===== src/rtl/count_capture_fifo_if.sv =====
// Stream bundle for count_capture_fifo: counter-side capture inputs plus the
// valid/ready drain port. The master modport is the FIFO side.
interface count_capture_fifo_if #(
  parameter int WIDTH = 8,
  parameter int TS_W  = 16
);
  logic [WIDTH-1:0] in_count;
  logic             in_done;
  logic             out_valid;
  logic             out_ready;
  logic [WIDTH-1:0] out_count;
  logic [TS_W-1:0]  out_stamp;

  modport master (
    input  in_count,
    input  in_done,
    output out_valid,
    input  out_ready,
    output out_count,
    output out_stamp
  );

  modport slave (
    output in_count,
    output in_done,
    input  out_valid,
    output out_ready,
    input  out_count,
    input  out_stamp
  );
endinterface


===== src/rtl/count_capture_fifo.sv =====
// Captures each rising edge of the counter's done flag as a (count, cycle stamp)
// snapshot into a small show-ahead FIFO; overflows are dropped and counted.
module count_capture_fifo #(
  parameter int WIDTH  = 8,
  parameter int TS_W   = 16,
  parameter int DEPTH  = 4,
  parameter int DROP_W = 8
) (
  input  logic                     clk,
  input  logic                     a_rst_n,
  input  logic                     sync_clr,
  count_capture_fifo_if.master     bus,
  output logic [$clog2(DEPTH):0]   level,
  output logic                     overflow,
  output logic [DROP_W-1:0]        drop_cnt
);

  localparam int PTR_W = $clog2(DEPTH);
  localparam int LVL_W = PTR_W + 1;
  localparam logic [LVL_W-1:0] FULL_LVL = LVL_W'(DEPTH);

  logic [TS_W-1:0]   stamp_q,    stamp_d;
  logic              done_q,     done_d;
  logic [PTR_W-1:0]  wr_ptr_q,   wr_ptr_d;
  logic [PTR_W-1:0]  rd_ptr_q,   rd_ptr_d;
  logic [LVL_W-1:0]  level_q,    level_d;
  logic              overflow_q, overflow_d;
  logic [DROP_W-1:0] drop_cnt_q, drop_cnt_d;
  logic [WIDTH-1:0]  count_mem_q [DEPTH];
  logic [WIDTH-1:0]  count_mem_d [DEPTH];
  logic [TS_W-1:0]   stamp_mem_q [DEPTH];
  logic [TS_W-1:0]   stamp_mem_d [DEPTH];

  logic rise;
  logic push_req;
  logic pop;
  logic full;
  logic push;
  logic drop;

  assign rise     = bus.in_done & ~done_q;
  assign push_req = rise & ~sync_clr;
  assign pop      = bus.out_valid & bus.out_ready;
  assign full     = (level_q == FULL_LVL);
  // A pop in the same cycle frees the slot, so a full FIFO can still accept.
  assign push     = push_req & (~full | pop);
  assign drop     = push_req & ~push;

  always_comb begin
    stamp_d     = stamp_q + 1'b1;
    done_d      = bus.in_done;
    wr_ptr_d    = wr_ptr_q;
    rd_ptr_d    = rd_ptr_q;
    level_d     = level_q;
    overflow_d  = overflow_q;
    drop_cnt_d  = drop_cnt_q;
    count_mem_d = count_mem_q;
    stamp_mem_d = stamp_mem_q;

    if (sync_clr) begin
      stamp_d    = '0;
      wr_ptr_d   = '0;
      rd_ptr_d   = '0;
      level_d    = '0;
      overflow_d = 1'b0;
      drop_cnt_d = '0;
    end else begin
      if (push) begin
        count_mem_d[wr_ptr_q] = bus.in_count;
        stamp_mem_d[wr_ptr_q] = stamp_q;
        wr_ptr_d              = wr_ptr_q + 1'b1;
      end
      if (pop) begin
        rd_ptr_d = rd_ptr_q + 1'b1;
      end
      if (push && !pop) begin
        level_d = level_q + 1'b1;
      end else if (pop && !push) begin
        level_d = level_q - 1'b1;
      end
      if (drop) begin
        overflow_d = 1'b1;
        if (drop_cnt_q != '1) begin
          drop_cnt_d = drop_cnt_q + 1'b1;
        end
      end
    end
  end

  always_ff @(posedge clk or negedge a_rst_n) begin
    if (!a_rst_n) begin
      stamp_q    <= '0;
      done_q     <= 1'b0;
      wr_ptr_q   <= '0;
      rd_ptr_q   <= '0;
      level_q    <= '0;
      overflow_q <= 1'b0;
      drop_cnt_q <= '0;
      for (int i = 0; i < DEPTH; i++) begin
        count_mem_q[i] <= '0;
        stamp_mem_q[i] <= '0;
      end
    end else begin
      stamp_q     <= stamp_d;
      done_q      <= done_d;
      wr_ptr_q    <= wr_ptr_d;
      rd_ptr_q    <= rd_ptr_d;
      level_q     <= level_d;
      overflow_q  <= overflow_d;
      drop_cnt_q  <= drop_cnt_d;
      count_mem_q <= count_mem_d;
      stamp_mem_q <= stamp_mem_d;
    end
  end

  // Head is read straight from storage, so it holds steady until popped.
  assign bus.out_valid = (level_q != '0);
  assign bus.out_count = count_mem_q[rd_ptr_q];
  assign bus.out_stamp = stamp_mem_q[rd_ptr_q];
  assign level         = level_q;
  assign overflow      = overflow_q;
  assign drop_cnt      = drop_cnt_q;

endmodule


===== src/flat_wrapper.sv =====
// flat-port wrapper written by rule: the top's interface ports become plain ports
module count_capture_fifo_flat 
#(
  parameter int WIDTH  = 8,
  parameter int TS_W   = 16,
  parameter int DEPTH  = 4,
  parameter int DROP_W = 8
)
  (clk, a_rst_n, sync_clr, level, overflow, drop_cnt, bus_in_count, bus_in_done, bus_out_valid, bus_out_ready, bus_out_count, bus_out_stamp);
  count_capture_fifo_if #(.WIDTH(WIDTH), .TS_W(TS_W)) bus_i ();
  input  logic clk;
  input  logic a_rst_n;
  input  logic sync_clr;
  output logic [$clog2(DEPTH):0] level;
  output logic overflow;
  output logic [DROP_W-1:0] drop_cnt;
  input wire logic [$bits(bus_i.in_count)-1:0] bus_in_count;
  input wire logic [$bits(bus_i.in_done)-1:0] bus_in_done;
  output wire logic [$bits(bus_i.out_valid)-1:0] bus_out_valid;
  input wire logic [$bits(bus_i.out_ready)-1:0] bus_out_ready;
  output wire logic [$bits(bus_i.out_count)-1:0] bus_out_count;
  output wire logic [$bits(bus_i.out_stamp)-1:0] bus_out_stamp;
  assign bus_i.in_count = bus_in_count;
  assign bus_i.in_done = bus_in_done;
  assign bus_out_valid = bus_i.out_valid;
  assign bus_i.out_ready = bus_out_ready;
  assign bus_out_count = bus_i.out_count;
  assign bus_out_stamp = bus_i.out_stamp;
  count_capture_fifo #(.WIDTH(WIDTH), .TS_W(TS_W), .DEPTH(DEPTH), .DROP_W(DROP_W)) u_core (.clk(clk), .a_rst_n(a_rst_n), .sync_clr(sync_clr), .bus(bus_i), .level(level), .overflow(overflow), .drop_cnt(drop_cnt));
endmodule

===== config.mk =====
export PLATFORM = sky130hd
export DESIGN_NAME = count_capture_fifo_flat
export DESIGN_NICKNAME = d
export VERILOG_FILES = /design/src/rtl/count_capture_fifo_if.sv /design/src/rtl/count_capture_fifo.sv /design/src/flat_wrapper.sv
export SDC_FILE = /design/constraint.sdc
export NUM_CORES = 1
export LEC_CHECK = 0
export CAP_MARGIN = 10
export CORE_ASPECT_RATIO = 1.1
export CORE_MARGIN = 5
export CORE_UTILIZATION = 60
export DETAILED_ROUTE_END_ITERATION = 8
export DONT_BUFFER_PORTS = 1
export PLACE_DENSITY = 0.78
export SKIP_CTS_REPAIR_TIMING = 1
export SYNTH_ARGS = -nofsm -noshare
export SYNTH_HDL_FRONTEND = slang
export SYNTH_SLANG_ARGS = --single-unit

===== constraint.sdc =====
create_clock -name clk -period 4.7 [get_ports clk]
set_clock_uncertainty 0.15 [all_clocks]
set_input_delay 1.41 -clock clk [delete_from_list [all_inputs] [get_ports clk]]
set_output_delay 1.41 -clock clk [all_outputs]
set_load 0.005 [all_outputs]

==> out/qor.csv <==
stage,metric,value,unit
outcome,status,"complete, no violations",
final_layout,synthesis-to-finish area growth,9.87,%
cts,CTS tree,done,
cts,cts bufs inserted,17,
timing,Slew Limit Fails,0,
power,Sequential Power Share,45.8,%
synthesis,Post-Synthesis Cells,425,
grt,all-layer global routing usage,20.2,%
synthesis,post-synthesis cell type count,38,
timing,actual slew at the worst max-slew pin,0.931,ns
setup_path,worst endpoint required time,3.14,ns
synthesis,Synth Register Bits,129,
placement,Port Buffers,0,
timing,setup_tns,0,ns
setup_path,CP bufs+invs,0,
final_layout,layout cells sized above 1,37.2,%
timing,final hold vios,0,
power,Pwr per Cell Area,420,nW/µm²
cts,clk slew on worst S/H paths,0.06,ns
timing,hold_ws,0.353,ns
floorplanning,core outline area,10300,µm²
setup_path,CP endpoint kind,primary output,
routing,DR DRC count,0,
floorplanning,die width,107,µm
synthesis,Synth Area in XOR/XNOR,2.24,%
routing,Routed WL,11600,µm
grt,gr ovfl total,0,
synthesis,combinational family with the most area after synthesis,multiplexers,
placement,GPL Wtd Cong,0.736,
synthesis,YS warnings,0,
cts,clock buffer depth,2,
floorplanning,Starting Density,60.8,%
setup_path,slowest CP cell,dfrtp_2,
synthesis,post-synthesis mux area share,31.5,%
timing,Tmin final,3.61,ns
final_layout,Fill cells,685,
timing,period utilization,76.8,%
setup_path,CP cell instances,mux4_2,
synthesis,Avg Inst Size Synth,14.7,µm²
flow_run,Max Cap Viol,0,
setup_path,CP max FO,26,
final_layout,post-route cell area,6880,µm²
placement,DP Wirelength,7140,µm
power,clock power share,42.7,%
cts,worst skew pair latency,0.41,ns
routing,Vias per Instance,5.91,
floorplanning,io pins,50,
synthesis,Synth Area in Compound Gates,3.14,%
floorplanning,DIE AREA,12600,µm²
grt,maximum number of pins on one net before global-route repair,130,
floorplanning,Die Ht,117,µm
routing,DR iter-0 viols,201,
routing,Vias,3366,
cts,H-Tree Level Count,4,
routing,Routed WL per cell,20.3,µm
power,Worst VDD drop,0.232,mV
synthesis,syn nets,445,
grt,vias in the first global route,3683,
setup_path,CP Launch Type,register,
power,Leak,3.04,nW
routing,"antenna viol nets, final",0,
placement,placed instance area,6320,µm²
timing,final-report setup violation count,0,
setup_path,crit path kind,reg2out,
cts,Sinks on Clock Net,129,
power,Comb pwr share,11.4,%
grt,initial antenna violation count,0,
worst_hold_path,worst hold path type,reg2reg,
grt,first-pass GRT wire length,19400,µm
synthesis,post-synthesis adder-cell area fraction,1.52,%
final_layout,final net count,437,
setup_path,kind of cell adding the most delay to the critical path,flip-flops,
routing,Detailed Routing Iterations Pass 1,4,
synthesis,area of the mapped netlist,6260,µm²
timing,Slew headroom,38.0,%
setup_path,Critical Path AT,2.05,ns
timing,Max Fclk,277,MHz
power,Internal,0.00221,W
synthesis,"Seq/Total Area, Yosys",51.6,%
timing,RSZ-0062 raised after global routing,false,
final_layout,n_diodes,0,
floorplanning,# rows,39,
final_layout,"Core Util, Final",66.8,%
setup_path,CP peak stage delay,0.98,ns
power,Net Sw Power,0.000679,W
synthesis,Post-Synth Simple-Gate Area,6.73,%
cts,Root Buffer,clkbuf_16,
power,Sw Share,23.5,%
## stage by stage
step,std cells,total power (W),worst slack [ns]
2_1_floorplan,425,0.00162,1.29
3_3_place_gp,541,0.00166,1.33
3_5_place_dp,541,0.00168,1.29
4_1_cts,570,0.00291,1.01
5_1_grt,570,0.00300,0.932
6_report,570,0.00289,1.09
## cells in the final DEF, fill, tap and decap left out, drive strengths merged, types with 8 or more instances in the layout
| master | instances |
|---|---|
| nand2 | 13 |
| dfrtp | 129 |
| or3 | 8 |
| clkbuf | 23 |
| mux2 | 98 |
| nor2 | 24 |
| o21ai | 8 |
| a21oi | 11 |
| xnor2 | 11 |
| mux4 | 24 |
| nand3 | 10 |
## Yosys cell counts, drive strengths merged
cell	number	area, µm²
a2111o	1	11.3
a21o	1	7.51
a21oi	11	55.1
a31oi	1	6.26
and2	4	25.0
and3	1	6.26
buf	17	134
clkbuf	14	52.6
dfrtp	129	3230
fa	1	20.0
ha	6	75.1
inv	5	18.8
mux2	98	1400
mux2i	3	30.0
mux4	24	541
nand2	13	48.8
nand2b	2	12.5
nand3	10	50.1
nand4	4	25.0
nor2	24	90.1
nor2b	4	25.0
nor3	4	25.0
nor4	4	25.0
nor4b	1	23.8
o2111ai	2	17.5
o211ai	2	20.0
o21ai	8	40.0
o31a	1	8.76
o31ai	4	30.0
or3	8	50.1
or4	2	15.0
xnor2	11	96.3
xor2	5	43.8
## final cells by class
type	instances	area [µm²]	area share (%)
Clock inverter	6	57.6	0.837
Clock buffer	23	498	7.24
Inverter	5	18.8	0.273
Tap cell	143	179	2.60
Multi-Input combinational cell	260	2830	41.1
Sequential cell	129	3230	46.9
Timing Repair Buffer	4	67.6	0.982
## flip-flops by register name, summed over array words and instances, names as in the netlist
signal	flops
u_core.stamp_mem_q	64
u_core.drop_cnt	8
u_core.wr_ptr_q	2
u_core.level	3
u_core.done_q	1
u_core.stamp_q	16
u_core.count_mem_q	32
u_core.rd_ptr_q	2
u_core.overflow	1
## final timing paths
| path | startpoint | to | slack [ns] | cells past startpoint |
|---|---|---|---|---|
| min in group asynchronous | a_rst_n | u_core.count_mem_q[7] | 0.55 | 0 |
| min | u_core.stamp_mem_q[17] | u_core.stamp_mem_q[17] | 0.35 | 1 |
| max | u_core.rd_ptr_q[0] | bus_out_stamp[7] | 1.09 | 1 |
| max in group asynchronous | a_rst_n | u_core.rd_ptr_q[0] | 3.64 | 0 |
| min reg2reg | u_core.stamp_mem_q[17] | u_core.stamp_mem_q[17] | 0.35 | 1 |
| max reg2reg | u_core.level[1] | u_core.level[2] | 2.11 | 6 |
## power groups by stage
stage          Sequential [W]  Combinational [W]  Clock, W
6_report              0.00132           0.000330   0.00123
5_1_grt               0.00134           0.000357   0.00130
4_1_cts               0.00133           0.000335   0.00125
3_5_place_dp          0.00134           0.000334         0
2_1_floorplan         0.00126           0.000358         0
3_3_place_gp          0.00134           0.000325         0
## metal layers
metal | track usage, % | vias up | share of wire [%]
met5 | 0 | - | 0
met3 | 5.92 | 14 | 4.1
met4 | 7.66 | 0 | 1.4
met2 | 32.5 | 54 | 50
li1 | - | 1519 | -
met1 | 26.5 | 1779 | 45
## kinds of logic after synthesis
group / after synthesis
and+or+nand+nor: 81
buffers and inverters: 36
muxes: 125
AOI/OAI and AO/OA: 31
DFF: 129
xor gates and xnor gates: 16
adders and majority gates: 7
(Power assumes the default switching activity.)
